===== src/rtl/scic_cpu_core.sv =====
// Accumulator CPU core: fetch/decode/read/write sequencer over a single-port word memory.
// state  | meaning
// FETCH  | mem_address=PC, hold WAIT_CYCLES+1 cycles, latch IR, PC+1
// DECODE | one cycle, branch resolution, pick READ/WRITE or retire
// READ   | mem_address=operand, hold WAIT_CYCLES+1 cycles, update ACC, retire
// WRITE  | one cycle store of ACC to operand address, retire
module scic_cpu_core #(
  parameter logic [15:0] RESET_PC    = 16'h0000,
  parameter int unsigned WAIT_CYCLES = 1
) (
  input  logic        clk,
  input  logic        reset_n,
  input  logic [31:0] mem_rdata,
  output logic [15:0] mem_address,
  output logic [31:0] mem_wdata,
  output logic        mem_we,
  output logic [15:0] pc_out,
  output logic [31:0] acc_out,
  output logic [1:0]  state_out,
  output logic        retire,
  output logic        illegal_op
);

  localparam logic [1:0] S_FETCH  = 2'd0;
  localparam logic [1:0] S_DECODE = 2'd1;
  localparam logic [1:0] S_READ   = 2'd2;
  localparam logic [1:0] S_WRITE  = 2'd3;

  localparam logic [3:0] OP_NOP = 4'h0;
  localparam logic [3:0] OP_ADD = 4'h1;
  localparam logic [3:0] OP_AND = 4'h2;
  localparam logic [3:0] OP_LD  = 4'h5;
  localparam logic [3:0] OP_ST  = 4'h7;
  localparam logic [3:0] OP_BR  = 4'h8;
  localparam logic [3:0] OP_BRZ = 4'h9;

  localparam logic [2:0] WAIT_LAST = 3'(WAIT_CYCLES);

  logic [1:0]  r_state;
  logic [15:0] r_pc;
  logic [31:0] r_acc;
  logic [31:0] r_ir;
  logic [2:0]  r_wait;
  logic        r_illegal;

  logic [3:0]  w_opcode;
  logic [15:0] w_operand;
  logic        w_wait_done;
  logic        w_needs_read;
  logic        w_is_store;
  logic        w_legal;

  assign w_opcode     = r_ir[31:28];
  assign w_operand    = r_ir[15:0];
  assign w_wait_done  = (r_wait == WAIT_LAST);
  assign w_needs_read = (w_opcode == OP_ADD) || (w_opcode == OP_AND) || (w_opcode == OP_LD);
  assign w_is_store   = (w_opcode == OP_ST);
  assign w_legal      = w_needs_read || w_is_store || (w_opcode == OP_NOP) ||
                        (w_opcode == OP_BR) || (w_opcode == OP_BRZ);

  // Bus outputs decode registered state only; mem_rdata never reaches them.
  always_comb begin
    mem_address = r_pc;
    mem_we      = 1'b0;
    retire      = 1'b0;
    case (r_state)
      S_DECODE: retire = !w_needs_read && !w_is_store;
      S_READ: begin
        mem_address = w_operand;
        retire      = w_wait_done;
      end
      S_WRITE: begin
        mem_address = w_operand;
        mem_we      = 1'b1;
        retire      = 1'b1;
      end
      default: ;
    endcase
  end

  assign mem_wdata  = r_acc;
  assign pc_out     = r_pc;
  assign acc_out    = r_acc;
  assign state_out  = r_state;
  assign illegal_op = r_illegal;

  always_ff @(posedge clk) begin
    if (!reset_n) begin
      r_state   <= S_FETCH;
      r_pc      <= RESET_PC;
      r_acc     <= 32'h0;
      r_ir      <= 32'h0;
      r_wait    <= 3'd0;
      r_illegal <= 1'b0;
    end else begin
      case (r_state)
        S_FETCH: begin
          if (w_wait_done) begin
            r_ir    <= mem_rdata;
            r_pc    <= r_pc + 16'd1;
            r_wait  <= 3'd0;
            r_state <= S_DECODE;
          end else begin
            r_wait <= r_wait + 3'd1;
          end
        end
        S_DECODE: begin
          r_wait <= 3'd0;
          if (!w_legal) r_illegal <= 1'b1;
          if (w_needs_read)    r_state <= S_READ;
          else if (w_is_store) r_state <= S_WRITE;
          else                 r_state <= S_FETCH;
          if (w_opcode == OP_BR) r_pc <= w_operand;
          if ((w_opcode == OP_BRZ) && (r_acc == 32'h0)) r_pc <= w_operand;
        end
        S_READ: begin
          if (w_wait_done) begin
            case (w_opcode)
              OP_ADD:  r_acc <= r_acc + mem_rdata;
              OP_AND:  r_acc <= r_acc & mem_rdata;
              default: r_acc <= mem_rdata;
            endcase
            r_wait  <= 3'd0;
            r_state <= S_FETCH;
          end else begin
            r_wait <= r_wait + 3'd1;
          end
        end
        default: begin
          r_wait  <= 3'd0;
          r_state <= S_FETCH;
        end
      endcase
    end
  end

endmodule


===== config.mk =====
export PLATFORM = sky130hd
export DESIGN_NAME = scic_cpu_core
export DESIGN_NICKNAME = d
export VERILOG_FILES = /design/src/rtl/scic_cpu_core.sv
export SDC_FILE = /design/constraint.sdc
export NUM_CORES = 1
export LEC_CHECK = 0
export BUFFER_PORTS_ARGS = -buffer_cell sky130_fd_sc_hd__buf_2
export CAP_MARGIN = 5
export CORE_MARGIN = 2
export CORE_UTILIZATION = 30
export CTS_CLUSTER_SIZE = 12
export DETAILED_ROUTE_END_ITERATION = 8
export PLACE_DENSITY = 0.57
export SETUP_SLACK_MARGIN = 0.05
export SYNTH_ARGS = -nofsm -noshare
export SYNTH_HDL_FRONTEND = slang
export SYNTH_SLANG_ARGS = --single-unit

===== constraint.sdc =====
create_clock -name clk -period 2.8 [get_ports clk]
set_clock_uncertainty 0.05 [all_clocks]
set_input_delay 0.56 -clock clk [delete_from_list [all_inputs] [get_ports clk]]
set_output_delay 0.56 -clock clk [all_outputs]
set_load 0.005 [all_outputs]

==> results.toml, run 1 <==
[status]
status = "finished, final reports clean"

[floorplanning]
start_util_pct = 30.7
die_w_um = 143
row_count = 50
fp.dieArea_sq_um = 20400
die_height_um = 143
io_pins = 135
coreArea_sq_um = 18800

[cts]
ctsHtreeMaxLevel = 3
clk_path_buf_depth = 2
cts.sinks = 74
cts_setup_buffers = 0
clock-root-buffer = "clkbuf_16"
clkLatencyLatePin_ns = 0.36
cts_buffers = 9
path_clk_slew_ns = 0.07
cts_hold_buf = 0
cts_tree = "yes"

[setup_path]
r2r_cells = 10
path_max_fanout = 5
worstPathCellList = "ha_2 -> a21o_1 -> a21oi_1 -> a21oi_4 -> a21oi_1 -> o311ai_2 -> buf_4 -> buf_4 -> o41a_1 -> nand2_1"
startpoint = "acc_out[4]"
rrSetupSlack_ns = 0.22
cp.required_ns = 3.06
critical_path_arrival_ns = 2.84
slowest_delay_ns = 0.44
endpoint_kind = "flop"
crit_type = "flop to flop"
cp_slowest_cell = "dfxtp_1"
cp-start-kind = "flop"
crit_path_end = "acc_out[30]"
r2r-start = "acc_out[4]"
reg2reg_to = "acc_out[30]"

[min_path]
worst_hold_path_type = "flop to flop"
hold_depth = 1

[logic_synthesis]
synthCells = 762
yosysWarnings = 0
yosysSeqAreaShare_pct = 25.6
synth_area_sq_um = 5790
synth_top_cell_by_area = "dfxtp_1"
synth.net_count = 832
synth_edf_count = 0
synthArstFlopShare_pct = 0
synthTopCellsByArea = "dfxtp_1 26%, ha_1 7.6%, nand2_1 6.9%"
ys_ff_latch = 74
yosys_most_used_dff = "dfxtp_1"
synth.distinct_cells = 63
synth_top_cell_area_share_pct = 25.6
avgSynthCellArea_sq_um = 7.60

[sta]
timing.slew.headroom_pct = 64.9
slew_violations = 0
fmax_mhz = 388
max_slew.worst_pin.slew_ns = 0.526
tns_ns = 0
hold_viol_final = 0
period_minus_slack_ns = 2.58
rsz0062_at_grt = "false"
setup_viol = 0
min_period_over_period_pct = 92.1
whs_ns = 0.408

[detailed_routing]
routed_wl_mm = 19.2
vias = 6038
viasPerCell = 5.28
ant_nets = 0
initialDrtViolationCount = 391
wl_per_cell_um = 16.8
drc = 0
drt-pass1-iter-count = 5

[global_route]
gr-total-overflow = 0
grt.met1_usage_pct = 27.0
use_met3_pct = 4.26
grtUsageMet2_pct = 28.0
grt.total_usage_pct = 18.9
grt_pass1_wl_mm = 30.3
grt_max_degree = 55
grt_busiest_layer = "met2"
antenna_found_initial = 1
grt_pass1_vias = 5408

[pwr]
ir_drop_mv = 0.311
comb_power_share_pct = 27.3
p_leak_nw = 3.18
p_int_w = 0.00218
netSwitchingPower_w = 0.00124
clockPowerShare_pct = 36.2
power_frac_seq_pct = 36.5
switching_share_pct = 36.2
p_per_area_nw_per_um2 = 481

[finish]
fin_nets = 947
final_cell_mix = "134 x buf_2, 107 x nand2_1, 73 x dfxtp_1"
final_util_pct = 37.8
finalNonFillerCells = 1143
mostFrequentLayoutCell = "buf_2"
fin_area_sq_um = 7110
drive_gt1_share_pct = 27.6
area_delta_synth_final_pct = 22.9

[job]
cap_viol_max_count = 0

[placed_design]
hpwl_mm = 14.1
dp_cells = 1126
dpl_cell_area_sq_um = 6760
gp_congestion = 0.904
port_buffers = 134
-- worst max-delay path, delay by kind of cell, from the launching register on --
kind	cells	cell delay, ns
AO/OA/AOI/OAI	6	1.31
flip-flops	1	0.44
adder cells (fa/ha/maj)	1	0.37
buffers and inverters	2	0.30
AND/OR/NAND/NOR	1	0.06
-- stage by stage --
| step | power [W] | setup WS, ns |
|---|---|---|
| finish | 0.00342 | 0.220 |
| floorplan | 0.00186 | 0.0860 |
| detailed placement | 0.00219 | -0.137 |
| global route | 0.00362 | 0.0908 |
| global placement | 0.00219 | -0.133 |
| CTS | 0.00345 | 0.153 |
-- power groups by stage --
stage / logic [W] / clock network, W / registers [W]
final: 0.000935 / 0.00124 / 0.00125
after detailed placement: 0.000926 / 0 / 0.00127
after CTS: 0.000929 / 0.00127 / 0.00125
after global routing: 0.00105 / 0.00130 / 0.00126
after floorplan: 0.000634 / 0 / 0.00123
after global placement: 0.000923 / 0 / 0.00127
-- final cells by class --
cell class	count	area, sq um
Fill cell	2009	11700
Clock inverter	7	81.3
Multi-Input combinational cell	594	3880
Sequential cell	74	1480
Inverter	13	48.8
Antenna cell	1	2.50
Clock buffer	9	225
Tap cell	260	325
Timing Repair Buffer	185	1070
-- kinds of logic (layout without fill, tap and decap cells) --
group,Yosys count,after routing,share of synthesized area (%)
AOI/OAI and AO/OA,269,269,31.1
and+or+nand+nor,247,247,19.7
buffers and inverters,94,214,8.58
DFF,74,74,25.6
adders and majority gates,36,36,7.91
xor gates and xnor gates,24,24,3.63
muxes,18,18,3.46
other,0,1,0
-- worst min-delay path by stage --
stage | startpoint | end | slack [ns]
global route | mem_rdata[3] | r_ir[3] | 0.43
detailed placement | r_wait[0] | r_wait[0] | 0.40
CTS | mem_rdata[28] | r_ir[28] | 0.41
global placement | r_wait[0] | r_wait[0] | 0.39
finish | r_wait[0] | r_wait[0] | 0.41
floorplan | r_wait[0] | r_wait[0] | 0.37
-- cell usage after synthesis (all sizes together), types with 3 or more instances --
| cell | number |
|---|---|
| o21ai | 65 |
| a221oi | 30 |
| a221o | 5 |
| a21oi | 69 |
| nand3 | 8 |
| a211oi | 4 |
| buf | 41 |
| and2 | 13 |
| nor4 | 6 |
| nand2b | 6 |
| xnor2 | 13 |
| xor2 | 11 |
| mux2 | 16 |
| nand2 | 107 |
| o22ai | 3 |
| nor2 | 57 |
| o211ai | 4 |
| inv | 13 |
| o221a | 5 |
| a41oi | 3 |
| and3 | 10 |
| nor2b | 7 |
| a21boi | 25 |
| a21o | 13 |
| o21bai | 3 |
| or3 | 4 |
| o21a | 8 |
| a31oi | 6 |
| clkbuf | 40 |
| ha | 35 |
| nor3 | 7 |
| o221ai | 4 |
| dfxtp | 74 |
| nand4 | 14 |
| a22oi | 7 |
| o31ai | 4 |
-- metal layers --
metal  share of wire, %  up-vias
met4                2.5        0
met1                 49     2819
li1                   -     2995
met2                 43      196
met5                  0        -
met3                5.4       28
-- flip-flops by register name, indices dropped and copies added (netlist names) --
| name | cells |
|---|---|
| acc_out | 32 |
| r_ir | 20 |
| pc_out | 16 |
| r_wait | 3 |
| state_out | 2 |
| illegal_op | 1 |
-- repair_timing --
action	in CTS	in global routing
endpoints found under the hold margin	0	0
endpoints found under the setup margin	0	4
gates resized for setup	0	9
No activity file was read; power rests on OpenSTA's default activity.
==> run 2, diff against run 1 <==
--- a/config.mk
+++ b/config.mk
@@ -5,8 +5,10 @@
 export SDC_FILE = /design/constraint.sdc
 export NUM_CORES = 1
 export LEC_CHECK = 0
+export ABC_AREA = 1
 export BUFFER_PORTS_ARGS = -buffer_cell sky130_fd_sc_hd__buf_2
 export CAP_MARGIN = 5
+export CORE_ASPECT_RATIO = 0.6
 export CORE_MARGIN = 2
 export CORE_UTILIZATION = 30
 export CTS_CLUSTER_SIZE = 12
==> run 2 against run 1 <==
Effect of this change: sequential share of layout area fell by 1.2 points; cell count rose by 29%; combinational power increased by 34%; via count up 22%; die area rose by 12%; core utilization down 2.1 points; critical path depth down 3; non-clock buffer count shrank 37.
==> results.toml, run 2 <==
[status]
status = "finished, final reports clean"

[global_route]
grt_busiest_layer = "met1"
grt_max_degree = 42
grt_pass1_vias = 6508
antenna_found_initial = 0
gr-total-overflow = 0
grtUsageMet2_pct = 28.0
grt.total_usage_pct = 20.6
grt.met1_usage_pct = 32.9
grt_pass1_wl_mm = 37.2
use_met3_pct = 4.07

[cts]
cts_tree = "yes"
cts_buffers = 9
path_clk_slew_ns = 0.07
clk_path_buf_depth = 2
clkLatencyLatePin_ns = 0.36
cts.sinks = 74
ctsHtreeMaxLevel = 3
clock-root-buffer = "clkbuf_16"
cts_resized = 0
cts_setup_buffers = 0
cts_hold_buf = 0

[detailed_routing]
drc = 0
drt-pass1-iter-count = 7
initialDrtViolationCount = 799
wl_per_cell_um = 16.1
vias = 7382
routed_wl_mm = 23.8
ant_nets = 0
viasPerCell = 5.00

[logic_synthesis]
synth.distinct_cells = 39
avgSynthCellArea_sq_um = 5.92
yosysWarnings = 0
synth.net_count = 1168
synthCells = 1098
ys_ff_latch = 74
synth_edf_count = 0
synth_top_cell_area_share_pct = 22.8
synth_common_cells = "326 x nand2_1, 147 x inv_1, 126 x nor2_1, 74 x dfxtp_1, 74 x o21ai_0"
synth_area_sq_um = 6500
synthMostInstantiatedCell = "nand2_1"
synth_top_cell_by_area = "dfxtp_1"
yosys_most_used_dff = "dfxtp_1"
yosysSeqAreaShare_pct = 22.8
synthArstFlopShare_pct = 0
synthTopCellsByArea = "dfxtp_1 23%, nand2_1 19%, inv_1 8.5%"

[pwr]
p_per_area_nw_per_um2 = 514
p_leak_nw = 3.98
ir_drop_mv = 0.346
total_power_w = 0.00388

[job]
cap_viol_max_count = 0

[finish]
final_cell_mix = "326 x nand2_1, 147 x inv_1, 134 x buf_2"
fin_area_sq_um = 7550
drive_gt1_share_pct = 16.1
fillers = 2400
mostFrequentLayoutCell = "nand2_1"
area_delta_synth_final_pct = 16.2
fin_nets = 1262
antenna_cells = 0
largest_reg_flops = 32

[sta]
finalWorstSetupSlack_ns = 0.328
timing.slew.headroom_pct = 56.9
hold_viol_final = 0
setup_viol = 0
min_period_over_period_pct = 88.3
rsz0062_at_grt = "false"
max_slew.worst_pin.slew_ns = 0.645
fmax_mhz = 405
slew_violations = 0
tns_ns = 0
whs_ns = 0.395
period_minus_slack_ns = 2.47

[setup_path]
cp-start-kind = "flop"
reg2reg_to = "acc_out[30]"
critical_path_arrival_ns = 1.86
path_max_fanout = 6
rrSetupSlack_ns = 0.41
r2r_cells = 13
crit_type = "flop to output pin"
endpoint_kind = "output pin"
cp.required_ns = 2.19
r2r-start = "acc_out[0]"

[placed_design]
port_buffers = 134
gp_congestion = 0.920
hpwl_mm = 18.6
dpl_cell_area_sq_um = 7240
pre_cts_ws_ns = 0.275

[floorplanning]
io_pins = 135
row_count = 41
die_height_um = 118
start_util_pct = 30.7
coreArea_sq_um = 21100
die_w_um = 194
fp.dieArea_sq_um = 22900

[min_path]
hold_path_end = "r_wait[0]"
worst_hold_path_type = "flop to flop"
hold_depth = 1
min_from = "r_wait[0]"
## run 2: cell families after synthesis
kind of cell	Yosys count	synth area share (%)
buffers and inverters	214	14.8
xor gates and xnor gates	8	1.08
adders and majority gates	36	7.05
DFF	74	22.8
AOI/OAI and AO/OA	193	17.5
and+or+nand+nor	573	36.7
## run 2: area by class of cell
type / count / area [sq um] / area share (%)
clock buffers: 9 / 225 / 2.98
inverters: 149 / 559 / 7.41
multi-input cells: 810 / 4060 / 53.7
well taps: 279 / 349 / 4.62
clock inverters: 6 / 90.1 / 1.19
flip-flops and latches: 74 / 1480 / 19.6
repair buffers: 148 / 788 / 10.4
## run 2: power by group
group / internal, W / switching (W)
Combinational: 0.000406 / 0.000839
Sequential: 0.00119 / 0.000145
Clock: 0.000779 / 0.000517
## run 2: worst max-delay path, cell delays in order, from the launching register on
cell	delay [ns]
dfxtp_1	0.45
inv_1	0.11
nand3_1	0.28
nand2_1	0.14
a21oi_1	0.19
inv_1	0.08
o22ai_1	0.12
buf_2	0.14
## run 2: how the worst max path moves through the flow
stage	from	to
global placement	mem_rdata[0]	acc_out[30]
CTS	r_ir[28]	retire
finish	r_ir[28]	retire
global route	state_out[1]	state_out[0]
detailed placement	mem_rdata[0]	acc_out[30]
floorplan	mem_rdata[0]	acc_out[28]
## run 2: per-stage QoR
| stage | std cells | utilization, % |
|---|---|---|
| final | 1475 | 35.7 |
| after detailed placement | 1460 | 34.2 |
| after CTS | 1475 | 35.7 |
| after floorplan | 1098 | - |
| after global routing | 1475 | 35.7 |
| after global placement | 1460 | 34.2 |
## run 2: metal layers
metal	vias up	wire (um)
met5	-	0
met4	0	159
met2	278	9100
li1	3716	-
met1	3372	12700
met3	16	1770
==> run 3, diff against run 2 <==
--- a/config.mk
+++ b/config.mk
@@ -8,12 +8,14 @@
 export ABC_AREA = 1
 export BUFFER_PORTS_ARGS = -buffer_cell sky130_fd_sc_hd__buf_2
 export CAP_MARGIN = 5
+export CELL_PAD_IN_SITES_DETAIL_PLACEMENT = 0
+export CELL_PAD_IN_SITES_GLOBAL_PLACEMENT = 1
 export CORE_ASPECT_RATIO = 0.6
 export CORE_MARGIN = 2
 export CORE_UTILIZATION = 30
 export CTS_CLUSTER_SIZE = 12
 export DETAILED_ROUTE_END_ITERATION = 8
-export PLACE_DENSITY = 0.57
+export PLACE_DENSITY = 0.75
 export SETUP_SLACK_MARGIN = 0.05
 export SYNTH_ARGS = -nofsm -noshare
 export SYNTH_HDL_FRONTEND = slang
==> run 3 against run 2 <==
Effect of this change: core utilization down 0.16 points; critical endpoint unchanged; highest routed layer unchanged; worst hold slack gained 0.012 ns; sequential power barely moved; register-to-register slack improved by 0.04 ns; combinational power is essentially flat; via count about the same; non-clock buffer count down 2; wire length is 0.58% higher; first-iteration DRC count shrank 19%.
==> results.toml, run 3 (synthesized netlist as in run 2, its figures left out) <==
[cts]
cts_resized = 0
cts_hold_buf = 0
path_clk_slew_ns = 0.07
cts.sinks = 74
cts_tree = "yes"
ctsHtreeMaxLevel = 3
cts_buffers = 9
clock-root-buffer = "clkbuf_16"
clk_path_buf_depth = 2
cts_setup_buffers = 0
clkLatencyLatePin_ns = 0.36

[setup_path]
cp-start-kind = "flop"
slowest_delay_ns = 0.44
critical_path_arrival_ns = 1.80
cp.required_ns = 2.19
critical_path_buf_inv_count = 3
endpoint_kind = "output pin"
path_max_fanout = 6
cp_slowest_cell = "dfxtp_1"
reg2reg_to = "acc_out[30]"
worstPathCellList = "inv_1 -> nand3_1 -> nand2_1 -> a21oi_1 -> inv_1 -> o22ai_1 -> buf_2"
cpMostUsedCell = "inv_1"
crit_cells = 7
rrSetupSlack_ns = 0.45
crit_type = "flop to output pin"
cpLargestDelayFamily = "flip-flops"
r2r_cells = 12
r2r-start = "acc_out[0]"

[pwr]
ir_drop_mv = 0.338
p_per_area_nw_per_um2 = 514
p_leak_nw = 3.95

[status]
status = "finished, final reports clean"

[sta]
period_minus_slack_ns = 2.41
min_period_over_period_pct = 85.9
hold_viol_final = 0
setup_viol = 0
tns_ns = 0
timing.slew.headroom_pct = 56.2
max_slew.worst_pin.slew_ns = 0.657
rsz0062_at_grt = "false"
slew_violations = 0
fmax_mhz = 416

[global_route]
grt_busiest_layer = "met1"
grt_pass1_wl_mm = 36.7
grt_pass1_vias = 6327
gr-total-overflow = 0
antenna_found_initial = 0
grtUsageMet2_pct = 27.6
use_met3_pct = 4.76
grt.met1_usage_pct = 33.0
grt_max_degree = 46
grt.total_usage_pct = 20.7

[detailed_routing]
initialDrtViolationCount = 648
drc = 0
routed_wl_mm = 23.9
vias = 7384
wl_per_cell_um = 16.2
drt-pass1-iter-count = 5
viasPerCell = 5.01
ant_nets = 0

[placed_design]
dpl_cell_area_sq_um = 7210
dp_cells = 1458
hpwl_mm = 18.5
port_buffers = 134
gp_congestion = 0.907

[finish]
mostFrequentLayoutCell = "nand2_1"
fillers = 2389
antenna_cells = 0
largest_reg_flops = 32
area_delta_synth_final_pct = 15.7
final_util_pct = 35.6
final_cell_mix = "326 x nand2_1, 147 x inv_1, 134 x buf_2"
finalNonFillerCells = 1473
fin_area_sq_um = 7520
fin_nets = 1260
drive_gt1_share_pct = 15.9

[min_path]
hold_path_end = "r_wait[0]"
min_from = "r_wait[0]"
worst_hold_path_type = "flop to flop"
hold_depth = 1

[job]
cap_viol_max_count = 0

[floorplanning]
row_count = 41
start_util_pct = 30.7
coreArea_sq_um = 21100
die_height_um = 118
io_pins = 135
die_w_um = 194
fp.dieArea_sq_um = 22900
-- run 3: changes by cell type in the layout (fill, tap and decap cells not counted) --
cell / previous run / this run
buf_4: 13 / 12
buf_12: 1 / 0
inv_6: 1 / 0
clkinvlp_4: 1 / 2
clkinv_4: 1 / 0
clkbuf_1: 0 / 1
-- run 3: final cells by class --
class	count	area, sq um	share of cell area [%]
repair buffers	146	761	10.1
multi-input cells	810	4060	54.0
clock inverters	5	80.1	1.07
inverters	149	559	7.44
clock buffers	10	229	3.05
flip-flops and latches	74	1480	19.7
well taps	279	349	4.64
-- run 3: how the worst max path moves through the flow --
stage	endpoint	startpoint	slack [ns]
6_report	retire	r_ir[28]	0.39
5_1_grt	acc_out[20]	acc_out[0]	0.25
4_1_cts	retire	r_ir[28]	0.41
3_5_place_dp	acc_out[28]	mem_rdata[0]	0.31
3_3_place_gp	acc_out[22]	mem_rdata[0]	0.34
2_1_floorplan	acc_out[28]	mem_rdata[0]	0.72
-- run 3: metrics by stage --
stage                     hold WS (ns)  total power (W)  worst slack (ns)
after floorplan                  0.371          0.00215             0.723
after global placement           0.392          0.00256             0.336
after detailed placement         0.396          0.00257             0.311
after CTS                        0.406          0.00387             0.413
after global routing             0.441          0.00408             0.252
final                            0.407          0.00386             0.395
-- run 3: layer usage --
metal,wire length [um],part of all wire (%),vias to the layer above
met4,159,0.67,0
met2,8820,37,325
li1,-,-,3699
met5,0,0,-
met3,2430,10,13
met1,12500,52,3347
-- run 3: report_power, final --
group          total [W]  switching (W)  internal, W
clock network    0.00130       0.000525     0.000775
registers        0.00133       0.000144      0.00119
logic            0.00123       0.000843     0.000386
total            0.00386        0.00151      0.00235
-- run 3: worst reg2reg max path: stages (launching register included) --
cell and delay (ns):
dfxtp_1 0.46, ha_1 0.28, inv_1 0.08, fa_1 0.35, inv_1 0.14, nand2_1 0.08
nand3_1 0.13, nand2_1 0.07, nand2_1 0.24, nand2_1 0.12, nand3_1 0.09, nand3_1 0.07
a21oi_1 0.14
